[src/rtl/switch_serial_adder_pkg.sv]
// Shared mode and state encodings for the bit-serial switch adder.
`timescale 1ns/1ps
package switch_serial_adder_pkg;

  // Operation selected on the mode switches when start is pressed
  typedef enum logic [1:0] {
    MODE_ADD = 2'b00,
    MODE_SUB = 2'b01,
    MODE_ACC = 2'b10,
    MODE_CLR = 2'b11
  } mode_e;

  // Control FSM states
  typedef enum logic {
    ST_IDLE = 1'b0,
    ST_CALC = 1'b1
  } state_e;

endpackage

[src/rtl/serial_bit_adder.sv]
// One-bit full adder with a registered carry; the carry flop is preloaded
// with the carry-in when a new operation is accepted.
`timescale 1ns/1ps
module serial_bit_adder (
  input  logic i_clk,
  input  logic i_rst,
  input  logic i_load,
  input  logic i_cin,
  input  logic i_en,
  input  logic i_x,
  input  logic i_y,
  output logic o_sum_c,
  output logic o_cout_c
);

  logic r_carry;

  assign o_sum_c  = i_x ^ i_y ^ r_carry;
  assign o_cout_c = (i_x & i_y) | (r_carry & (i_x ^ i_y));

  // Carry flop: preload on accept, advance once per computed bit
  always_ff @(posedge i_clk) begin
    if (i_rst) begin
      r_carry <= 1'b0;
    end else if (i_load) begin
      r_carry <= i_cin;
    end else if (i_en) begin
      r_carry <= o_cout_c;
    end
  end

endmodule

[src/rtl/switch_serial_adder.sv]
// Bit-serial add/sub/accumulate/clear unit between the switch bank and LEDs.
// Operands are latched on an accepted start and summed LSB first, one bit
// per clock; the x register doubles as the sum shift register.
`timescale 1ns/1ps
module switch_serial_adder
  import switch_serial_adder_pkg::*;
#(
  parameter int unsigned W = 4
) (
  input  logic           i_clk,
  input  logic           i_rst,
  input  logic           i_start,
  input  logic [1:0]     i_mode,
  input  logic [2*W-1:0] i_switch,
  output logic [W:0]     o_led,
  output logic           o_busy,
  output logic           o_done
);

  localparam int unsigned CW = (W > 1) ? $clog2(W) : 1;

  state_e        r_state;
  state_e        w_state_next;
  mode_e         r_mode;
  mode_e         w_mode_in;
  logic [CW-1:0] r_cnt;
  logic [W-1:0]  r_x;
  logic [W-1:0]  r_y;
  logic [W-1:0]  r_acc;
  logic [W:0]    r_led;
  logic          r_busy;
  logic          r_done;
  logic [W-1:0]  w_a;
  logic [W-1:0]  w_b;
  logic [W-1:0]  w_sum_full;
  logic          w_accept;
  logic          w_clear;
  logic          w_last;
  logic          w_calc;
  logic          w_cin;
  logic          w_sum_bit;
  logic          w_cout;

  assign w_a        = i_switch[2*W-1:W];
  assign w_b        = i_switch[W-1:0];
  assign w_mode_in  = mode_e'(i_mode);
  assign w_calc     = (r_state == ST_CALC);
  assign w_cin      = (w_mode_in == MODE_SUB);
  // Final bit joins the W-1 bits already shifted into the top of r_x
  assign w_sum_full = {w_sum_bit, r_x[W-1:1]};

  assign o_led  = r_led;
  assign o_busy = r_busy;
  assign o_done = r_done;

  serial_bit_adder u_bit (
    .i_clk    (i_clk),
    .i_rst    (i_rst),
    .i_load   (w_accept),
    .i_cin    (w_cin),
    .i_en     (w_calc),
    .i_x      (r_x[0]),
    .i_y      (r_y[0]),
    .o_sum_c  (w_sum_bit),
    .o_cout_c (w_cout)
  );

  // FSM state register
  always_ff @(posedge i_clk) begin
    if (i_rst) begin
      r_state <= ST_IDLE;
    end else begin
      r_state <= w_state_next;
    end
  end

  // Next-state and control strobes
  always_comb begin
    w_state_next = r_state;
    w_accept     = 1'b0;
    w_clear      = 1'b0;
    w_last       = 1'b0;
    case (r_state)
      ST_IDLE: begin
        if (i_start) begin
          if (w_mode_in == MODE_CLR) begin
            w_clear = 1'b1;
          end else begin
            w_accept     = 1'b1;
            w_state_next = ST_CALC;
          end
        end
      end
      ST_CALC: begin
        if (r_cnt == CW'(W - 1)) begin
          w_last       = 1'b1;
          w_state_next = ST_IDLE;
        end
      end
      default: begin
        w_state_next = ST_IDLE;
      end
    endcase
  end

  // Operand latch, serial shifting, accumulator and output registers
  always_ff @(posedge i_clk) begin
    if (i_rst) begin
      r_mode <= MODE_ADD;
      r_cnt  <= '0;
      r_x    <= '0;
      r_y    <= '0;
      r_acc  <= '0;
      r_led  <= '0;
      r_busy <= 1'b0;
      r_done <= 1'b0;
    end else begin
      r_done <= 1'b0;
      r_busy <= (w_state_next == ST_CALC);

      if (w_accept) begin
        r_mode <= w_mode_in;
        r_cnt  <= '0;
        r_x    <= (w_mode_in == MODE_ACC) ? r_acc : w_a;
        r_y    <= (w_mode_in == MODE_SUB) ? ~w_b : w_b;
      end

      if (w_calc) begin
        r_cnt <= r_cnt + CW'(1);
        r_x   <= w_sum_full;
        r_y   <= {1'b0, r_y[W-1:1]};
      end

      if (w_last) begin
        r_led  <= {w_cout, w_sum_full};
        r_done <= 1'b1;
        if (r_mode == MODE_ACC) begin
          r_acc <= w_sum_full;
        end
      end

      if (w_clear) begin
        r_acc  <= '0;
        r_led  <= '0;
        r_done <= 1'b1;
      end
    end
  end

endmodule

[config.mk]
export PLATFORM = sky130hd
export DESIGN_NAME = switch_serial_adder
export DESIGN_NICKNAME = d
export VERILOG_FILES = /design/src/rtl/switch_serial_adder_pkg.sv /design/src/rtl/serial_bit_adder.sv /design/src/rtl/switch_serial_adder.sv
export SDC_FILE = /design/constraint.sdc
export NUM_CORES = 1
export LEC_CHECK = 0
export ABC_AREA = 1
export CAP_MARGIN = 0
export CORE_MARGIN = 1.5
export CORE_UTILIZATION = 55
export CTS_BUF_LIST = sky130_fd_sc_hd__clkbuf_8
export DETAILED_ROUTE_END_ITERATION = 8
export HOLD_SLACK_MARGIN = 0.05
export PLACE_DENSITY = 0.83
export SLEW_MARGIN = 20
export SYNTH_ARGS = -nofsm -noshare
export SYNTH_HDL_FRONTEND = slang
export SYNTH_SLANG_ARGS = --single-unit
[constraint.sdc]
create_clock -name i_clk -period 3.3 [get_ports i_clk]
set_input_delay 0.66 -clock i_clk [delete_from_list [all_inputs] [get_ports i_clk]]
set_output_delay 0.66 -clock i_clk [all_outputs]
set_load 0.01 [all_outputs]
## Word-level counts from Yosys, hierarchy flattened

Index checks and enable logic that the tools add are counted.

| word-level totals | value |
|---|---|
| bits in registers | 24 |
| bits of input ports | 13 |
| output and inout bits | 7 |
| logic and storage cells | 49 |

| operators by class | value |
|---|---|
| add/subtract/negate cells | 1 |
| eq/ne operators | 5 |
| muxes and demuxes | 22 |
| bitwise operators | 7 |
| reductions and logical operators | 4 |

Operators by type and width:

| kind | number |
|---|---|
| 2-to-1 mux 4 bit | 4 |
| 2-to-1 mux 1 bit | 13 |
| equality test 2 bit (second input constant) | 4 |
| 2-to-1 mux 3 bit | 2 |
| 2-to-1 mux 2 bit | 2 |
| inverter 4 bit | 1 |
| OR reduction 2 bit | 2 |
| adder 2 x 1 -> 2 bit (second input constant) | 1 |
| bitwise AND 1 bit | 2 |
| equality test 2 x 1 -> 1 bit (second input constant) | 1 |
| case mux 1 bit (2 select lines) | 1 |
| AND reduction 2 bit | 1 |
| nonzero test 2 bit | 1 |
| bitwise XOR 1 bit | 2 |
| inverter 1 bit | 1 |
| OR 1 bit | 1 |

## Depth between registers and ports, before layout

| logic depth | value |
|---|---|
| depth after elaboration | 6 |
| gate-level depth with buffers | 7 |
| mapped depth without buffers | 7 |

## Cells and area by module

From an unflattened synthesis, not the netlist that was laid out.

| second synthesis, totals | value |
|---|---|
| cell total of the unflattened synthesis | 163 |
| area, all modules | 1,123.6 sq um |

Modules (own cells, without submodules):

| module | instances | cells an instance | area each (sq um) | sequential area each (sq um) |
|---|---|---|---|---|
| switch_serial_adder | 1 | 153 | 1,049.8 | 460.4 |
| serial_bit_adder | 1 | 10 | 73.8 | 20.0 |

## Worst setup path before layout

OpenSTA, ideal clock, no wires.

| path | value |
|---|---|
| kind | input -> register |
| start | input port i_mode[1] |
| end | register r_y[0] |
| library setup time | 0.128 ns |
| data arrival time | 1.236 ns |
| required time | 3.172 ns |
| path slack | 1.936 ns |
| stages on the path | 7 |
| buffers on the path | 2 |
| cells stage by stage | buf_4 -> nand2_2 -> nand2_1 -> buf_6 -> nor2_1 -> nor2_1 -> nor2_1 |

| between the ends | value |
|---|---|
| word-level cells in the longest chain between the ends | 5 |
| elaborated cells between the ends (all ways) | 9 |
| classes of those cells | eq/ne: 2; mux: 6; reduce/logical: 1 |

Ends and longest elaborated chain:

| element | line | source |
|---|---|---|
| start, declared | switch_serial_adder.sv:13 | `input logic [1:0] i_mode,` |
| equality test 2 bit | switch_serial_adder.sv:86 | `if (w_mode_in == MODE_CLR) begin` |
| 2-to-1 mux 1 bit | switch_serial_adder.sv:86 |  |
| 2-to-1 mux 1 bit | switch_serial_adder.sv:85 | `if (i_start) begin` |
| 2-to-1 mux 1 bit | switch_serial_adder.sv:83 | `case (r_state)` |
| nonzero test 2 bit (no line) | - |  |
| end signal, assigned | switch_serial_adder.sv:125 | `r_y <= (w_mode_in == MODE_SUB) ? ~w_b : w_b;` |
| end signal, assigned | switch_serial_adder.sv:131 | `r_y <= {1'b0, r_y[W-1:1]};` |
| end, declared | switch_serial_adder.sv:28 | `logic [W-1:0] r_y;` |

Several ways; a longest one is shown, not always the timed one. The select of a mux whose other input is x is not followed.
A chain may end at the register's enable or synchronous reset.

## Worst setup path after layout

| path | value |
|---|---|
| start | register r_busy, in the netlist o_busy |
| end | output port o_busy |

RTL lines:

| element | line | source |
|---|---|---|
| start, declared | switch_serial_adder.sv:31 | `logic r_busy;` |
| start signal, assigned | switch_serial_adder.sv:119 | `r_busy <= (w_state_next == ST_CALC);` |
| end, declared | switch_serial_adder.sv:16 | `output logic o_busy,` |

No word-level cell between the ends.

==> results.toml <==
[pwr]
p_per_area_nw_per_um2 = 469
vdd_drop_max_v = 0.000352
leakage_power_of_the_design_nw = 0.571
design_power_total_mw = 0.643

[synth]
yosys.area.top_type = "sky130_fd_sc_hd__dfxtp_1"
area_of_the_mapped_netlist_um2 = 1120
synth_cell_type_count = 21
synth_top_cell_area_share_pct = 43.0
synth_sequential_area_ratio_pct = 43.0
netlist_top_cells_area = "sky130_fd_sc_hd__dfxtp_1 43%, sky130_fd_sc_hd__nand2_1 15%, sky130_fd_sc_hd__a21oi_1 7.2%"
synth_top_flop_cell = "sky130_fd_sc_hd__dfxtp_1"
synthArstFlopShare_pct = 0
synth.ff_latch_count = 24
synthMostInstantiatedCell = "sky130_fd_sc_hd__nand2_1"
synth_nets = 169
synth_cells = 154
synth.cells.most_frequent = "46 x sky130_fd_sc_hd__nand2_1, 24 x sky130_fd_sc_hd__dfxtp_1, 21 x sky130_fd_sc_hd__nor2_1"
synth-warning-count = 0
synth_area_per_cell_um2 = 7.25
post_synth_edffs = 0

[detailed_routing]
drt_iter0_markers = 30
number_of_search_and_repair_iterations_in_the_first_detailed_routing_pass = 5
drtAntennaViolNets = 0
detail_route.drc_violations = 0
wirelength_um = 2240
detail_route.vias_per_cell = 5.11
wl_per_cell_um = 11.2
via_count = 1016

[clock_network]
clock_tree.buffer_depth = 2
later_pin_clock_latency_in_the_skew_report_ps = 260
post_cts_buffers = 0
tritoncts_num_sinks = 24
post_cts.resized_instances = 0
cts-root-buf = "sky130_fd_sc_hd__clkbuf_8"
cts_inserted_buffers = 3
cts_tree = "yes"
clkSlewWorstSetupHoldPaths_ps = 90
cts_hold_buffers = 0
cts-htree-levels = 1

[global_routing]
number_of_antenna_violations_at_the_first_check_in_global_routing = 0
global_route.overflow_total = 0
wire_length_of_the_first_global_routing_pass_um = 3480
grt_start_max_net_pins = 15
globalRouteTotalUtil_pct = 21.6
via_count_of_the_first_global_routing_pass = 857

[placement]
place_congestion = 0.873
placedCellCount = 195
post-place-ws_ps = 1100
dp_hpwl_um = 1670
placed_area_um2 = 1300
port_buf_inserts = 19

[final_layout]
post_synthesis_to_final_layout_area_growth_pct = 23.0
stdcell_count = 199
final_design_area_no_fill_um2 = 1370
final_core_density_pct = 70.7
n_antenna_cell = 0
nets = 188
fraction_of_final_layout_cells_with_drive_strength_greater_than_1_pct = 11.6

[die]
initial_core_util_pct = 57.5
floorplan.io_pins = 20
die_h_um = 48.0
core.rowCount = 16
chipWidth_um = 48.0
die_area_um2 = 2310
core_area_um2 = 1940

[timing]
setup_viol = 0
timing.slew.headroom_pct = 62.7
hold_viol_final = 0
rsz0062_at_grt = "false"
whs_ps = 464
max_clock_freq_mhz = 446
post-route-period-util_pct = 67.9
period_minus_slack_ps = 2240
setup_ws_ps = 1060
transition_time_at_the_pin_with_the_least_slew_margin_ps = 559
worst_clock_skew_ps = 7.38
fin_tns_setup_ps = 0
slew_viol_final = 0

[critical_path]
cp_top_delay_family = "flip-flops"
critical-path-max-stage-delay_ps = 680
worstPathMaxFanout = 14
slowest_stage = "sky130_fd_sc_hd__dfxtp_1"
worstSetupEndpoint = "o_busy"
rrSetupSlack_ps = 1780
buffers_inverters_on_critical_path = 1
critPathLaunchType = "register"
rr_worst_depth = 5
reg2reg_to = "r_y[3]"
first_element_of_the_critical_path = "o_busy"
r2r_start = "o_busy"
critical_path_depth = 1
worst-endpoint-required_ps = 2640
cp_cell_instances = "clkdlybuf4s50_1"
crit_arrival_ps = 1580
crit_path_end_kind = "output pin"
critPathKind = "reg2out"

[worst_hold_path]
timing.hold.worst.class = "reg2reg"
hold_start = "o_led[0]"

[job]
maxCapViolations = 0

[status]
status = "complete, no violations"
## area by class of cell
class / count / area (um2)
clock buffers: 3 / 41.3
clock inverters: 1 / 30.0
fillers: 162 / 569
inverters: 10 / 40.0
multi-input cells: 115 / 557
flip-flops and latches: 24 / 480
well taps: 27 / 33.8
repair buffers: 19 / 190
## kinds of logic after synthesis
kind of cell,synth area share [%]
simple gates,32.2
buf+inv,7.06
fa+ha+maj,2.91
xor+xnor,3.14
compound gates,11.7
flops,43.0
## registers in the layout, summed over array words and instances, names as in the netlist
register,cells
r_y,4
o_busy,1
o_led,5
r_mode,2
o_done,1
r_x,4
r_acc,4
u_bit.r_carry,1
r_cnt,2
## worst min-delay path by stage
stage | endpoint | slack [ps] | cells past startpoint
5_1_grt | o_led[0] | 480 | 2
4_1_cts | r_mode[1] | 460 | 2
3_5_place_dp | r_mode[1] | 450 | 2
2_1_floorplan | r_mode[1] | 430 | 2
6_report | o_led[0] | 460 | 2
3_3_place_gp | r_mode[1] | 440 | 2
## layout by cell type, fill, tap and decap left out, drive strengths merged
cell type / count
clkbuf: 3
xnor2: 4
ha: 1
dfxtp: 24
nor3: 1
clkinv: 2
o21ai: 3
fa: 1
bufinv: 1
nor2: 22
a21oi: 20
clkdlybuf4s50: 19
inv: 8
nand2: 51
nand3: 12
## report_power, final
part           internal (mW)  switching (mW)  total (mW)
clock network          0.162          0.0914       0.253
registers              0.301          0.0117       0.313
logic                 0.0347          0.0426      0.0774
total                  0.497           0.146       0.643
## metal layers
metal,wire [um],track usage [%],vias to the layer above
li1,-,-,525
met1,994,29.8,449
met2,1060,33.6,40
met3,166,2.64,2
met4,13,9.73,0
met5,0,0,-
Power figures use the tool's default switching activity.
